$ cat src/rtl/dmrs_gold_seq_gen_if.sv
// Request/stream bundle between a DMRS Gold sequence generator and its consumer.
// master = requester/consumer side, slave = generator side.
interface dmrs_gold_seq_gen_if;
  logic        start;
  logic [30:0] c_init;
  logic        busy;
  logic        c_valid;
  logic        c_ready;
  logic        c_out;
  logic        done;

  modport master (
    output start, c_init, c_ready,
    input  busy, c_valid, c_out, done
  );

  modport slave (
    input  start, c_init, c_ready,
    output busy, c_valid, c_out, done
  );
endinterface

$ cat src/rtl/dmrs_gold_seq_gen.sv
// Length-31 Gold sequence generator for the NB-IoT uplink DMRS cover stage:
// seeds x1/x2, discards NC warm-up steps, then streams SEQ_LEN bits over valid/ready.
module dmrs_gold_seq_gen #(
  parameter int NC      = 1600,
  parameter int SEQ_LEN = 20480
) (
  input  logic                clk,
  input  logic                reset,
  dmrs_gold_seq_gen_if.slave  bus
);

  typedef enum logic [1:0] {
    IDLE   = 2'd0,
    WARMUP = 2'd1,
    STREAM = 2'd2,
    DONE   = 2'd3
  } state_t;

  localparam logic [15:0] WARM_LAST = (NC > 0) ? 16'(NC - 1) : 16'd0;
  localparam logic [19:0] OUT_LAST  = 20'(SEQ_LEN - 1);
  localparam logic [30:0] X1_SEED   = 31'd1;

  state_t      state;
  state_t      state_nxt;
  logic [30:0] x1;
  logic [30:0] x2;
  logic [15:0] warm_cnt;
  logic [19:0] out_cnt;
  logic        accept;
  logic        xfer;
  logic        step;
  logic        warm_end;
  logic        out_end;

  // Bit 0 is the oldest sample; the new bit enters at bit 30.
  function automatic logic [30:0] x1_step(input logic [30:0] s);
    return {s[3] ^ s[0], s[30:1]};
  endfunction

  function automatic logic [30:0] x2_step(input logic [30:0] s);
    return {s[3] ^ s[2] ^ s[1] ^ s[0], s[30:1]};
  endfunction

  assign accept   = (state == IDLE) && bus.start;
  assign xfer     = (state == STREAM) && bus.c_ready;
  assign step     = (state == WARMUP) || xfer;
  assign warm_end = (warm_cnt == WARM_LAST);
  assign out_end  = (out_cnt == OUT_LAST);

  always_ff @(posedge clk) begin
    if (!reset) begin
      state <= IDLE;
    end else begin
      state <= state_nxt;
    end
  end

  always_comb begin
    state_nxt = state;
    unique case (state)
      IDLE: begin
        if (bus.start) begin
          state_nxt = (NC > 0) ? WARMUP : STREAM;
        end
      end
      WARMUP: begin
        if (warm_end) begin
          state_nxt = STREAM;
        end
      end
      STREAM: begin
        if (bus.c_ready && out_end) begin
          state_nxt = DONE;
        end
      end
      DONE: begin
        state_nxt = IDLE;
      end
      default: begin
        state_nxt = IDLE;
      end
    endcase
  end

  // Counters stop being consulted once their terminal compare moves the FSM on,
  // so the increment past the terminal value is harmless.
  always_ff @(posedge clk) begin
    if (!reset) begin
      x1       <= '0;
      x2       <= '0;
      warm_cnt <= '0;
      out_cnt  <= '0;
    end else if (accept) begin
      x1       <= X1_SEED;
      x2       <= bus.c_init;
      warm_cnt <= '0;
      out_cnt  <= '0;
    end else begin
      if (step) begin
        x1 <= x1_step(x1);
        x2 <= x2_step(x2);
      end
      if (state == WARMUP) begin
        warm_cnt <= warm_cnt + 16'd1;
      end
      if (xfer) begin
        out_cnt <= out_cnt + 20'd1;
      end
    end
  end

  always_comb begin
    bus.c_valid = (state == STREAM);
    bus.busy    = (state == WARMUP) || (state == STREAM);
    bus.done    = (state == DONE);
    bus.c_out   = (state == STREAM) && (x1[0] ^ x2[0]);
  end

endmodule

$ cat src/flat_wrapper.sv
// flat-port wrapper written by rule: the top's interface ports become plain ports
module dmrs_gold_seq_gen_flat 
#(
  parameter int NC      = 1600,
  parameter int SEQ_LEN = 20480
)
  (clk, reset, bus_start, bus_c_init, bus_c_ready, bus_busy, bus_c_valid, bus_c_out, bus_done);
  dmrs_gold_seq_gen_if bus_i ();
  input  logic clk;
  input  logic reset;
  input wire logic [$bits(bus_i.start)-1:0] bus_start;
  input wire logic [$bits(bus_i.c_init)-1:0] bus_c_init;
  input wire logic [$bits(bus_i.c_ready)-1:0] bus_c_ready;
  output wire logic [$bits(bus_i.busy)-1:0] bus_busy;
  output wire logic [$bits(bus_i.c_valid)-1:0] bus_c_valid;
  output wire logic [$bits(bus_i.c_out)-1:0] bus_c_out;
  output wire logic [$bits(bus_i.done)-1:0] bus_done;
  assign bus_i.start = bus_start;
  assign bus_i.c_init = bus_c_init;
  assign bus_i.c_ready = bus_c_ready;
  assign bus_busy = bus_i.busy;
  assign bus_c_valid = bus_i.c_valid;
  assign bus_c_out = bus_i.c_out;
  assign bus_done = bus_i.done;
  dmrs_gold_seq_gen #(.NC(NC), .SEQ_LEN(SEQ_LEN)) u_core (.clk(clk), .reset(reset), .bus(bus_i));
endmodule
$ cat config.mk
export PLATFORM = sky130hd
export DESIGN_NAME = dmrs_gold_seq_gen_flat
export DESIGN_NICKNAME = d
export VERILOG_FILES = /design/src/rtl/dmrs_gold_seq_gen_if.sv /design/src/rtl/dmrs_gold_seq_gen.sv /design/src/flat_wrapper.sv
export SDC_FILE = /design/constraint.sdc
export NUM_CORES = 1
export LEC_CHECK = 0
export ABC_AREA = 1
export ABC_CLOCK_PERIOD_IN_PS = 3340
export CORE_MARGIN = 2
export CORE_UTILIZATION = 50
export DETAILED_ROUTE_END_ITERATION = 8
export PLACE_DENSITY = 0.71
export RECOVER_POWER = 100
export SLEW_MARGIN = 40
export SYNTH_ARGS = -nofsm -noshare
export SYNTH_HDL_FRONTEND = slang
export SYNTH_SLANG_ARGS = --single-unit
$ cat constraint.sdc
create_clock -name clk -period 3.34 [get_ports clk]
set_clock_uncertainty 0.2 [all_clocks]
set_input_delay 0.668 -clock clk [delete_from_list [all_inputs] [get_ports clk]]
set_output_delay 0.668 -clock clk [all_outputs]
set_load 0.03 [all_outputs]
==> flow_metrics.env <==
export IMPL_status="complete, no violations"
export IMPL_setup_tns_final_ns=0
export IMPL_synth_distinct_cells=37
export IMPL_clk_pin_slew_ns=0.10
export IMPL_worst_slew_pin_slew_ns=0.8306
export IMPL_final_period_utilization_pct=90.05
export IMPL_cts_inserted_buffers=9
export IMPL_grt_pass1_wl_um=15390
export IMPL_top_level_ports=39
export IMPL_vias=3858
export IMPL_antenna_found_initial=0
export IMPL_area_delta_synth_final_pct=13.60
export IMPL_initial_utilization_pct=51.14
export IMPL_cap_violations=0
export IMPL_synth_area_leaders="dfxtp_1 45%, nor2_1 11%, nand2_1 8.3%"
export IMPL_die_y_um=97.99
export IMPL_p_per_area_mw_per_mm2=728.1
export IMPL_fillers=813
export IMPL_grt_pass1_vias=3712
export IMPL_hold_viol=0
export IMPL_clock_sinks=100
export IMPL_place_area_mm2=0.004857
export IMPL_startpoint_type="register"
export IMPL_ir_drop_v=0.0004563
export IMPL_path_max_fanout=4
export IMPL_design_area_mm2=0.005017
export IMPL_critPathKind="register to output port"
export IMPL_num_rows=34
export IMPL_cts_buffer_depth=2
export IMPL_cts_setup_buffers=0
export IMPL_p_leak_nw=1.897
export IMPL_synth_cells=594
export IMPL_hp_class="register to register"
export IMPL_setup_viol=0
export IMPL_dpl_hpwl_um=5917
export IMPL_core_region_area_mm2=0.008636
export IMPL_h_tree_depth=3
export IMPL_clkPwrFrac_pct=19.8
export IMPL_ys_warn_count=0
export IMPL_post_drt_wl_per_cell_um=11.92
export IMPL_worst_path_buf_inv=3
export IMPL_synth_seq_cells=100
export IMPL_die_w_um=97.99
export IMPL_cp_slowest_stage_delay_ns=0.76
export IMPL_crit_chain="inv_1, ha_1, inv_1, nor2_1, dlygate4sd3_1"
export IMPL_avgSynthCellArea_um2=7.436
export IMPL_crit_top_cell="inv_1"
export IMPL_seqPwrFrac_pct=44.2
export IMPL_critPathTopFamily="buffers and inverters"
export IMPL_drt_pass1_iter_count=4
export IMPL_p_sw_mw=1.420
export IMPL_ys_seq_area_share_pct=45.33
export IMPL_overflow=0
export IMPL_placement_io_buffers=38
export IMPL_grt_max_degree=43
export IMPL_insertion_delay_ns=0.36
export IMPL_cts_root_buf="clkbuf_8"
export IMPL_power_internal_mw=2.234
export IMPL_cp_required_ns=2.47
export IMPL_drcViolationCount=0
export IMPL_viasPerCell=5.242
export IMPL_relSlewSlack_pct=44.57
export IMPL_cp_end_kind="output port"
export IMPL_multi_input_area_mm2=0.002091
export IMPL_cts_tree="yes"
export IMPL_rsz0062_at_grt="false"
export IMPL_ant_nets=0
export IMPL_pwr_share_comb_pct=36.0
export IMPL_gp_congestion=0.7772
export IMPL_syn_area_mm2=0.004417
export IMPL_netSwitchingFraction_pct=38.86
export IMPL_post_cts_resized=0
export IMPL_syn_nets=635
export IMPL_die_area_mm2=0.009601
export IMPL_synth_top_area_share_pct=45.33
export IMPL_final_nets=664
export IMPL_register_area_mm2=0.002002
export IMPL_postLayoutCoreUtil_pct=58.10
export IMPL_first_iter_violations=96
export IMPL_yosys_area_top_type="dfxtp_1"
export IMPL_maxSlewViolCount=0
export IMPL_cts_hold_buf=0
export IMPL_finalPower_mw=3.653
export IMPL_arrival_ns=2.14
export IMPL_post_route_min_period_ns=3.008
export IMPL_fmax_mhz=332.5
export IMPL_globalRouteTotalUtil_pct=18.93
export IMPL_wl_um=8776
export IMPL_fin_hold_ws_ns=0.2588
export IMPL_insertedDiodeCount=0
export IMPL_cp_slowest_cell="dlygate4sd3_1"
export IMPL_drive_above_1_share_pct=6.369
-- Yosys cell counts --
cell type	instances
nand3b_1	3
nand3_1	19
inv_1	44
nor2_2	4
o221ai_1	20
nand2_1	98
o21ai_0	39
nor3_1	26
nand3_2	2
buf_2	7
nor3b_1	2
clkbuf_1	12
xor2_1	6
ha_1	6
inv_2	3
dfxtp_1	100
o21ai_1	4
a211oi_2	1
xnor2_1	6
nor2_1	126
or2_0	3
a21oi_1	29
buf_4	3
clkbuf_2	2
buf_1	2
inv_4	1
nor3_2	1
and3_1	1
nand2_4	1
nand4_2	2
nand4_1	2
nand2_2	2
a22oi_1	1
nor2_4	5
a211oi_1	3
a31oi_1	7
a21oi_2	1
-- registers in the layout, summed over array words and instances (netlist names) --
name             cells
u_core.x2           31
u_core.state         2
u_core.warm_cnt     16
u_core.out_cnt      20
u_core.x1           31
-- worst reg2reg max path, stage by stage (launching register included) --
cell and delay [ns]:
dfxtp_1 0.39, inv_1 0.08, ha_1 0.29, nand2_4 0.14, inv_1 0.09, nor2_1 0.23, inv_4 0.17, nand2_1 0.61
inv_2 0.24, a22oi_1 0.20, a21oi_1 0.08
-- power by group through the flow --
stage	Combinational (mW)	Sequential (mW)	Clock (mW)
after floorplan	1.10	1.60	0
after global placement	1.32	1.63	0
after detailed placement	1.35	1.64	0
after CTS	1.36	1.61	0.750
after global routing	1.51	1.65	0.788
final	1.31	1.61	0.724
-- worst paths after layout --
| check | from | endpoint | slack, ns | cells after the start |
|---|---|---|---|---|
| worst max-delay path | u_core.state[0] | bus_c_out | 0.33 | 5 |
| worst min-delay path | u_core.x1[1] | u_core.x1[1] | 0.26 | 2 |
| worst max register to register | u_core.state[0] | u_core.x2[27] | 0.52 | 10 |
| worst min register to register | u_core.x1[1] | u_core.x1[1] | 0.26 | 2 |
-- layout by cell type (no fill, tap or decap), drive strengths merged --
cell type,n
nor3,27
xnor2,6
inv,50
clkinvlp,1
a21oi,30
a211oi,4
nor2,135
o221ai,20
clkdlybuf4s50,32
a22oi,1
nand3,21
buf,5
nand2,101
a31oi,7
xor2,6
dlygate4sd3,6
or2,3
and3,1
nand4,4
nand3b,3
nor3b,2
ha,6
dfxtp,100
o21ai,43
clkinv,3
clkbuf,11
-- metal layers --
metal  vias up  global-route usage (%)  part of all wire (%)
met5         -                       0                     0
li1       2011                       -                     -
met2        52                   32.56                    48
met4         0                   7.265                   1.7
met3        14                   4.438                   3.0
met1      1781                   22.98                    48
-- stage by stage --
step / std cells / setup slack (ns)
after floorplan: 594 / 1.133
after global routing: 736 / 0.1644
after detailed placement: 720 / 0.5128
after global placement: 720 / 0.5236
final: 736 / 0.3324
after CTS: 736 / 0.3737
-- layout make-up --
type | instances | area share [%]
Tap cell | 108 | 2.693
Sequential cell | 100 | 39.90
Multi-Input combinational cell | 420 | 41.67
Inverter | 48 | 3.641
Timing Repair Buffer | 44 | 8.429
Clock inverter | 6 | 0.9227
Clock buffer | 10 | 2.743
-- cells by family after synthesis --
logic type | synth area share, %
flip-flops | 45.33
AND/OR/NAND/NOR | 29.46
adder cells (fa/ha/maj) | 1.700
XOR/XNOR | 2.380
buffers and inverters | 6.856
AO/OA/AOI/OAI | 14.28
Note: power is estimated with default switching activity, not from simulation.
